==> src/rtl/clk_pkg.sv <==
// Shared definitions for the clock-datapath BCD counters.
//   BCD_W   : width of one BCD digit
//   to_bcd  : integer -> BCD vector (up to 4 digits, unused digits zero)
//   bcd_lt  : decimal value of a BCD vector compared against a limit
package clk_pkg;

  localparam int BCD_W   = 4;
  localparam int MAX_DIG = 4;

  function automatic logic [BCD_W*MAX_DIG-1:0] to_bcd(int value, int ndig);
    logic [BCD_W*MAX_DIG-1:0] r;
    int v;
    r = '0;
    v = value;
    for (int i = 0; i < MAX_DIG; i++) begin
      if (i < ndig) begin
        r[BCD_W*i +: BCD_W] = 4'(v % 10);
        v = v / 10;
      end
    end
    return r;
  endfunction

  // Digits above 9 are not screened here; callers combine this with a digit check.
  function automatic logic bcd_lt(logic [BCD_W*MAX_DIG-1:0] v, int lim);
    int acc;
    acc = 0;
    for (int i = MAX_DIG - 1; i >= 0; i--)
      acc = acc * 10 + int'(v[BCD_W*i +: BCD_W]);
    return acc < lim;
  endfunction

endpackage

==> src/rtl/bcd_mod_counter_if.sv <==
// Control/data bundle of one BCD modulo counter.
//   master : drives CLR, LD, DIN, EN, INC, DOWN; observes Q, CO, LDERR
//   slave  : the counter itself
interface bcd_mod_counter_if #(parameter int NDIG = 2);
  logic                CLR;
  logic                LD;
  logic [4*NDIG-1:0]   DIN;
  logic                EN;
  logic                INC;
  logic                DOWN;
  logic [4*NDIG-1:0]   Q;
  logic                CO;
  logic                LDERR;

  modport master (output CLR, LD, DIN, EN, INC, DOWN, input Q, CO, LDERR);
  modport slave  (input CLR, LD, DIN, EN, INC, DOWN, output Q, CO, LDERR);
endinterface

==> src/rtl/bcd_mod_counter_digit.sv <==
// One BCD digit of the ripple counter.
//   step_in    : carry/borrow from the lower digit (or the top-level step)
//   down       : direction, 1 = decrement
//   force_zero : load 0 (clear / up-wrap), wins over force_val
//   force_val  : load val (parallel load / down-wrap)
//   digit      : registered digit value
//   step_out   : ripple carry (9->0) or borrow (0->9) to the next digit
module bcd_digit (
  input  logic       clk,
  input  logic       rst_n,
  input  logic       step_in,
  input  logic       down,
  input  logic       force_zero,
  input  logic       force_val,
  input  logic [3:0] val,
  output logic [3:0] digit,
  output logic       step_out
);

  assign step_out = step_in & (down ? (digit == 4'd0) : (digit == 4'd9));

  always_ff @(posedge clk or negedge rst_n) begin
    if (!rst_n)          digit <= 4'd0;
    else if (force_zero) digit <= 4'd0;
    else if (force_val)  digit <= val;
    else if (step_in) begin
      if (down) digit <= (digit == 4'd0) ? 4'd9 : digit - 4'd1;
      else      digit <= (digit >= 4'd9) ? 4'd0 : digit + 4'd1;
    end
  end

endmodule

==> src/rtl/bcd_mod_counter.sv <==
// Multi-digit BCD modulo counter, up/down, with checked parallel load.
//   CLK, RST_N : clock, async active-low reset
//   bus        : slave side of bcd_mod_counter_if
//                CLR > LD > (EN|INC) > hold; CO is combinational terminal count,
//                LDERR a one-cycle pulse after a rejected load.
module bcd_mod_counter
  import clk_pkg::*;
#(
  parameter int NDIG   = 2,
  parameter int MODULO = 60
) (
  input  logic               CLK,
  input  logic               RST_N,
  bcd_mod_counter_if.slave   bus
);

  localparam int W = BCD_W * NDIG;
  localparam logic [BCD_W*MAX_DIG-1:0] TERM_X = to_bcd(MODULO - 1, NDIG);
  localparam logic [W-1:0] TERM = TERM_X[W-1:0];

  generate
    if (NDIG < 1 || NDIG > MAX_DIG || MODULO < 2 || MODULO > 10**NDIG) begin : g_bad_param
      $error("bcd_mod_counter: illegal NDIG/MODULO combination");
    end
  endgenerate

  logic [NDIG-1:0][3:0] dig;
  logic [W-1:0]         q;
  logic [W-1:0]         fval;
  logic [NDIG:0]        carry;
  logic step, adv, legal, q_ok, at_term, at_zero;
  logic wrap_up, wrap_dn, force_zero, force_en;
  logic lderr;

  assign q = dig;

  // Load legality and a sanity check on the current state (the latter only
  // matters if an out-of-range value is ever reached).
  always_comb begin
    legal = bcd_lt(16'(bus.DIN), MODULO);
    q_ok  = bcd_lt(16'(q), MODULO);
    for (int i = 0; i < NDIG; i++) begin
      if (bus.DIN[4*i +: 4] > 4'd9) legal = 1'b0;
      if (q[4*i +: 4] > 4'd9)       q_ok  = 1'b0;
    end
  end

  assign step    = bus.EN | bus.INC;
  assign adv     = step & ~bus.CLR & ~bus.LD;
  assign at_term = (q == TERM);
  assign at_zero = (q == '0);

  // Wraps bypass the ripple chain and are loaded directly via the force inputs.
  assign wrap_up    = adv & ~bus.DOWN & (at_term | ~q_ok);
  assign wrap_dn    = adv &  bus.DOWN & (at_zero | ~q_ok);
  assign force_zero = bus.CLR | wrap_up;
  assign force_en   = (bus.LD & legal) | wrap_dn;
  assign fval       = bus.LD ? bus.DIN : TERM;
  assign carry[0]   = adv & ~wrap_up & ~wrap_dn;

  genvar i;
  generate
    for (i = 0; i < NDIG; i++) begin : g_dig
      bcd_digit u_dig (
        .clk        (CLK),
        .rst_n      (RST_N),
        .step_in    (carry[i]),
        .down       (bus.DOWN),
        .force_zero (force_zero),
        .force_val  (force_en),
        .val        (fval[4*i +: 4]),
        .digit      (dig[i]),
        .step_out   (carry[i+1])
      );
    end
  endgenerate

  always_ff @(posedge CLK or negedge RST_N) begin
    if (!RST_N)       lderr <= 1'b0;
    else if (bus.CLR) lderr <= 1'b0;
    else if (bus.LD)  lderr <= ~legal;
    else              lderr <= 1'b0;
  end

  assign bus.Q     = q;
  assign bus.LDERR = lderr;
  assign bus.CO    = adv & ((~bus.DOWN & at_term) | (bus.DOWN & at_zero));

endmodule

==> src/flat_wrapper.sv <==
// flat-port wrapper written by rule: the top's interface ports become plain ports
module bcd_mod_counter_flat import clk_pkg::*;
#(
  parameter int NDIG   = 2,
  parameter int MODULO = 60
)
  (CLK, RST_N, bus_CLR, bus_LD, bus_DIN, bus_EN, bus_INC, bus_DOWN, bus_Q, bus_CO, bus_LDERR);
  bcd_mod_counter_if #(.NDIG(NDIG)) bus_i ();
  input  logic CLK;
  input  logic RST_N;
  input wire logic [$bits(bus_i.CLR)-1:0] bus_CLR;
  input wire logic [$bits(bus_i.LD)-1:0] bus_LD;
  input wire logic [$bits(bus_i.DIN)-1:0] bus_DIN;
  input wire logic [$bits(bus_i.EN)-1:0] bus_EN;
  input wire logic [$bits(bus_i.INC)-1:0] bus_INC;
  input wire logic [$bits(bus_i.DOWN)-1:0] bus_DOWN;
  output wire logic [$bits(bus_i.Q)-1:0] bus_Q;
  output wire logic [$bits(bus_i.CO)-1:0] bus_CO;
  output wire logic [$bits(bus_i.LDERR)-1:0] bus_LDERR;
  assign bus_i.CLR = bus_CLR;
  assign bus_i.LD = bus_LD;
  assign bus_i.DIN = bus_DIN;
  assign bus_i.EN = bus_EN;
  assign bus_i.INC = bus_INC;
  assign bus_i.DOWN = bus_DOWN;
  assign bus_Q = bus_i.Q;
  assign bus_CO = bus_i.CO;
  assign bus_LDERR = bus_i.LDERR;
  bcd_mod_counter #(.NDIG(NDIG), .MODULO(MODULO)) u_core (.CLK(CLK), .RST_N(RST_N), .bus(bus_i));
endmodule
==> config.mk <==
export PLATFORM = sky130hd
export DESIGN_NAME = bcd_mod_counter_flat
export DESIGN_NICKNAME = d
export VERILOG_FILES = /design/src/rtl/clk_pkg.sv /design/src/rtl/bcd_mod_counter_if.sv /design/src/rtl/bcd_mod_counter_digit.sv /design/src/rtl/bcd_mod_counter.sv /design/src/flat_wrapper.sv
export SDC_FILE = /design/constraint.sdc
export NUM_CORES = 1
export LEC_CHECK = 0
export ABC_AREA = 1
export BUFFER_PORTS_ARGS = -buffer_cell sky130_fd_sc_hd__buf_4
export CELL_PAD_IN_SITES_DETAIL_PLACEMENT = 0
export CELL_PAD_IN_SITES_GLOBAL_PLACEMENT = 1
export CORE_ASPECT_RATIO = 1.5
export CORE_MARGIN = 2
export CORE_UTILIZATION = 40
export DETAILED_ROUTE_END_ITERATION = 8
export PLACE_DENSITY = 0.87
export RECOVER_POWER = 100
export SYNTH_ARGS = -nofsm -noshare
export SYNTH_HDL_FRONTEND = slang
export SYNTH_HIERARCHICAL = 1
export SYNTH_SLANG_ARGS = --single-unit
==> constraint.sdc <==
create_clock -name CLK -period 4.16 [get_ports CLK]
set_input_delay 1.04 -clock CLK [delete_from_list [all_inputs] [get_ports CLK]]
set_output_delay 1.04 -clock CLK [all_outputs]
set_load 0.02 [all_outputs]
[Word level (Yosys, flattened, before mapping)]
Cells that the tools add are included.
Word-level totals
  output and inout port bits: 10
  word-level logic and storage cells: 72
  input bits: 15
  register bits: 9
Cells by class
  reductions and logical operators: 5
  add/sub/neg operators: 6
  multiplexer cells: 20
  bitwise operators: 26
  multiply operators: 2
  order comparisons: 8
  equality and inequality tests: 2
Operator list (count)
  adder 32 x 5 -> 32 bit: 2
  < comparator 32 x 7 -> 1 bit (second input constant): 2
  2-to-1 mux 4 bit: 12
  > comparator 4 bit (second input constant): 4
  multiplier 4 x 3 -> 7 bit (second input constant): 2
  AND 1 bit: 13
  adder 4 x 1 -> 4 bit (second input constant): 2
  equality test 8 x 7 -> 1 bit (second input constant): 1
  >= comparator 4 bit (second input constant): 2
  zero test 4 bit: 2
  zero test 8 bit: 1
  2-to-1 mux 8 bit: 1
  subtractor 4 x 1 -> 4 bit (second input constant): 2
  2-to-1 mux 1 bit: 7
  inverter 1 bit: 7
  OR 1 bit: 6
  nonzero test 3 bit: 2
  equality test 4 bit (second input constant): 1

[Logic depth before layout (Yosys ltp)]
  word-level depth: 15
  depth in mapped cells: 22
  mapped depth without buffers: 22

[Cells and area by module]
The synthesis kept the hierarchy.
By module, submodules not included
  bcd_digit: area each 444.2 µm², cells each 70, sequential area each 100.1 µm², instances 2
  bcd_mod_counter: area each 823.3 µm², cells each 144, sequential area each 25.0 µm², instances 1

[Worst setup path after synthesis]
Ideal clock, no wire load.
  kind: input to register
  start: input port bus_DIN[5]
  end: register u_core.g_dig[1].u_dig.digit[0]
  path buffers: 0
  data required time: 4.086 ns
  setup time: 0.074 ns
  arrival time: 3.099 ns
  stages on the path: 17
  path slack: 0.986 ns
  cells stage by stage: ha_1 > ha_1 > fa_1 > nand2_1 > inv_1 > nand2_1 > nor2_1 > o211ai_1 > nor2_1 > nand2_1 > nand2_1 > inv_2 > nand3_1 > nand2_1 > nor2_1 > nand2_1 > o21ai_2
Between the ends
  word-level cells in the longest chain between the ends: 9
  elaborated cells on any way between the ends: 11
  classes of those cells: add/sub (1); mul (1); order compare (2); mux (4); bitwise (2); reduce/logical (1)
Ends and longest elaborated chain
  start, declared: line flat_wrapper.sv:13  | input wire logic [$bits(bus_i.DIN)-1:0] bus_DIN;
  multiplier 4 x 3 -> 7 bit: line clk_pkg.sv:29  | acc = acc * 10 + int'(v[BCD_W*i +: BCD_W]);
  adder 32 x 5 -> 32 bit: line clk_pkg.sv:29
  < comparator 32 x 7 -> 1 bit: line clk_pkg.sv:30  | return acc < lim;
  2-to-1 mux 1 bit: line bcd_mod_counter.sv:43  | if (bus.DIN[4*i +: 4] > 4'd9) legal = 1'b0;
  2-to-1 mux 1 bit *: line bcd_mod_counter.sv:43
  AND 1 bit *: line bcd_mod_counter.sv:57  | assign force_en = (bus.LD & legal) | wrap_dn;
  OR 1 bit *: line bcd_mod_counter.sv:57
  via u_core.force_en: line bcd_mod_counter.sv:32  | logic wrap_up, wrap_dn, force_zero, force_en;
  2-to-1 mux 4 bit: line bcd_mod_counter_digit.sv:25  | else if (force_val) digit <= val;
  2-to-1 mux 4 bit: line bcd_mod_counter_digit.sv:24  | else if (force_zero) digit <= 4'd0;
  end signal, assigned: line bcd_mod_counter_digit.sv:25
  end signal, assigned: line bcd_mod_counter_digit.sv:27  | if (down) digit <= (digit == 4'd0) ? 4'd9 : digit - 4'd1;
  end signal, assigned: line bcd_mod_counter_digit.sv:28  | else digit <= (digit >= 4'd9) ? 4'd0 : digit + 4'd1;
  end, declared: line bcd_mod_counter_digit.sv:16  | output logic [3:0] digit,
The timed path passes the listed nets; every way through them passes the cells marked *.
A chain may end at the register's enable or synchronous reset.

[Final worst setup path]
  start: input port bus_DIN[5]
  end: register u_core.g_dig[0].u_dig.digit[0]
Between the ends
  word-level cells in the longest chain between the ends: 9
  elaborated cells on any way between the ends: 11
  classes of those cells: add/sub (1); mul (1); order compare (2); mux (4); bitwise (2); reduce/logical (1)
Ends and longest elaborated chain (line)
  multiplier 4 x 3 -> 7 bit: clk_pkg.sv:29
  adder 32 x 5 -> 32 bit: clk_pkg.sv:29
  < comparator 32 x 7 -> 1 bit: clk_pkg.sv:30
  2-to-1 mux 1 bit: bcd_mod_counter.sv:43
  2-to-1 mux 1 bit *: bcd_mod_counter.sv:43
  AND 1 bit *: bcd_mod_counter.sv:57
  OR 1 bit *: bcd_mod_counter.sv:57
  via u_core.force_en: bcd_mod_counter.sv:32
  2-to-1 mux 4 bit: bcd_mod_counter_digit.sv:25
  2-to-1 mux 4 bit: bcd_mod_counter_digit.sv:24
  end signal, assigned: bcd_mod_counter_digit.sv:25
  end signal, assigned: bcd_mod_counter_digit.sv:27
  end signal, assigned: bcd_mod_counter_digit.sv:28
  end, declared: bcd_mod_counter_digit.sv:16
Marks and branches as above.

==> results.py <==
metrics = {
    "die": {
        "core-area_mm2": 0.004173,
        "ios": 25,
        "die_w_um": 57.24,
        "start_util_pct": 40.75,
        "dieArea_mm2": 0.004799,
        "dieHeight_um": 83.86,
        "num_rows": 29,
    },
    "detailed_routing": {
        "wl_met2_mm": 1.964,
        "drt-met1-wl_mm": 1.699,
        "vias": 1725,
        "drc": 0,
        "ant_nets": 0,
        "initialDrtViolationCount": 30,
        "wl_per_cell_um": 10.80,
        "vias_per_cell": 4.873,
        "wirelength_mm": 3.822,
        "highest_layer": "met4",
        "dr.pass1.iters": 4,
        "dr_wl_met3_um": 107,
    },
    "worst_hold_path": {
        "hp-start": "u_core/g_dig[0].u_dig/digit[1]$_DFFE_PN0P_",
        "hold_path_class": "flop to flop",
        "hold_end": "u_core/g_dig[0].u_dig/digit[1]$_DFFE_PN0P_",
        "hold_depth": 2,
    },
    "critical_path": {
        "path_cells": "clkbuf_1 > ha_1 > ha_1 > fa_1 > nand2_1 > inv_1 > nand2_1 > nor2_1 > o211ai_1 > nor2_1 > nand2_1 > nand2_1 > inv_1 > nand3_1 > nand2_1 > nor2_1 > nand2_1 > o21ai_0",
        "path_max_fanout": 9,
        "r2r-end": "u_core/g_dig[1].u_dig/digit[3]$_DFFE_PN0P_",
        "cpMaxStageDelayCell": "fa_1",
        "crit_top_cell": "nand2_1",
        "r2r_start": "u_core/g_dig[1].u_dig/digit[3]$_DFFE_PN0P_",
        "cp.required_ns": 4.26,
        "max_stage_delay_ns": 0.45,
        "rrSetupSlack_ns": 0.82,
        "worst-setup-path-type": "primary input to flop",
        "start_kind": "primary input",
        "end_kind": "flop",
        "arrival_ns": 3.51,
        "cp_top_family": "adder cells",
        "critPathBufInv": 3,
        "reg2regPathDepth": 21,
    },
    "pwr": {
        "sw_frac_of_total_pct": 56.10,
        "p_clk_share_pct": 8.8,
        "peakVddDrop_mv": 0.3559,
        "intPower_mw": 0.4996,
        "power_mw": 1.138,
        "seqPwrFrac_pct": 20.3,
        "powerDensity_mw_per_mm2": 596.8,
        "comb_power_share_pct": 70.9,
        "leakage_nw": 1.126,
        "switchingPower_mw": 0.6384,
    },
    "sta": {
        "fin_crit_sh_pct": 81.95,
        "rsz0062_at_grt": "no",
        "max_slew_margin_pct": 64.79,
        "skew_ns": 0.0006709,
        "slew_viol_final": 0,
        "clock.fmax_ghz": 0.2933,
        "hold_viol_final": 0,
        "min_period_ns": 3.409,
        "setup_viol": 0,
        "whs_ns": 0.6610,
        "worst_pin_slew_ns": 0.5281,
        "fin_setup_tns_ns": 0,
    },
    "global_routing": {
        "grt_max_degree": 14,
        "grt_antenna_before_repair": 0,
        "track_usage_pct": 17.37,
        "grt_pass1_wl_mm": 6.858,
        "grt_pass1_vias": 1604,
        "gr-total-overflow": 0,
    },
    "layout": {
        "final_area_mm2": 0.001907,
        "drive_above_1_share_pct": 12.01,
        "syn_to_final_growth_pct": 12.14,
        "antenna_cells": 0,
        "nets": 348,
    },
    "yosys": {
        "syn_nets": 321,
        "synth.avg_cell_area_um2": 6.030,
        "ys_warn_count": 6,
        "synth_area_mm2": 0.001700,
        "syn_inst": 282,
    },
    "cts": {
        "ctsResizeCount": 0,
        "cts_tree": "yes",
        "clockRootBuffer": "clkbuf_8",
        "post_cts_buffers": 0,
        "clock_sinks": 9,
        "clk_path_buf_depth": 2,
        "hold_buffers": 0,
        "cts-htree-levels": 1,
        "clk_pin_slew_ns": 0.04,
        "cts_inserted_buffers": 3,
        "clk_latency_ns": 0.23,
    },
    "placement": {
        "placed_area_mm2": 0.001918,
        "dp_hpwl_mm": 3.203,
        "portBuffers": 24,
        "place_congestion": 0.8794,
    },
    "status": {
        "status": "finished clean",
    },
    "flow_run": {
        "maxCapViolations": 0,
    },
}
## state kept, by name, indices dropped and copies added (netlist names)
| name | cells |
|---|---|
| u_core/bus.LDERR | 1 |
| u_core/g_dig.u_dig/digit | 8 |
## tightest hold or removal path, delay by kind of cell (launching register included)
kind	cells	cell delay, ns
DFF	1	0.47
and+or+nand+nor	2	0.15
## routing by layer
metal | global-route usage, % | vias to the layer above
met3 | 1.395 | 4
met1 | 21.11 | 760
li1 | - | 928
met5 | 0 | -
met4 | 5.074 | 0
met2 | 31.66 | 33
## stage by stage
step	utilization, %	worst slack [ns]	instances
4_1_cts	47.05	0.7815	354
6_report	45.70	0.7510	354
3_5_place_dp	45.97	0.5978	350
2_1_floorplan	-	0.9863	282
5_1_grt	45.70	0.4089	354
3_3_place_gp	45.97	0.6530	350
## cell type report
class | instances | area, um2
multi-input cells | 220 | 1245
well taps | 46 | 57.56
repair buffers | 25 | 146.4
inverters | 50 | 187.7
clock buffers | 4 | 45.04
fillers | 475 | 2266
flip-flops and latches | 9 | 225.2
## worst max-delay path by stage
stage	from	end	slack (ns)	cells past startpoint
5_1_grt	u_core/g_dig[1].u_dig/digit[3]$_DFFE_PN0P_	u_core/g_dig[1].u_dig/digit[0]$_DFFE_PN0P_	0.41	21
4_1_cts	u_core/g_dig[1].u_dig/digit[3]$_DFFE_PN0P_	u_core/g_dig[1].u_dig/digit[3]$_DFFE_PN0P_	0.78	21
6_report	bus_DIN[5]	u_core/g_dig[0].u_dig/digit[0]$_DFFE_PN0P_	0.75	18
3_5_place_dp	bus_DIN[5]	u_core/g_dig[1].u_dig/digit[3]$_DFFE_PN0P_	0.60	18
3_3_place_gp	bus_DIN[5]	u_core/g_dig[1].u_dig/digit[3]$_DFFE_PN0P_	0.65	18
2_1_floorplan	bus_DIN[5]	u_core/g_dig[1].u_dig/digit[0]$_DFFE_PN0P_	0.99	17
## cell usage in the layout (no fill, tap or decap), types with 2 or more instances in the layout
cell type   n
nand2_1    90
inv_1      46
nor2_1     40
nand3_1    24
ha_1       20
buf_4      14
clkbuf_1   12
dfrtp_1     9
nand4_1     5
xor2_1      5
nor2_2      5
o21ai_0     4
inv_2       4
fa_1        4
clkbuf_8    3
or2_2       3
nor3_1      2
nand2_2     2
a21oi_1     2
o211ai_1    2
a21oi_4     2
o21ai_1     2
## power groups by stage
stage	combinational [mW]	sequential, mW	clock [mW]
after floorplan	0.615	0.236	0
after global placement	0.848	0.235	0
after detailed placement	0.852	0.236	0
after CTS	0.856	0.234	0.104
after global routing	0.948	0.245	0.108
final	0.807	0.231	0.100
No activity file was read; power rests on OpenSTA's default activity.
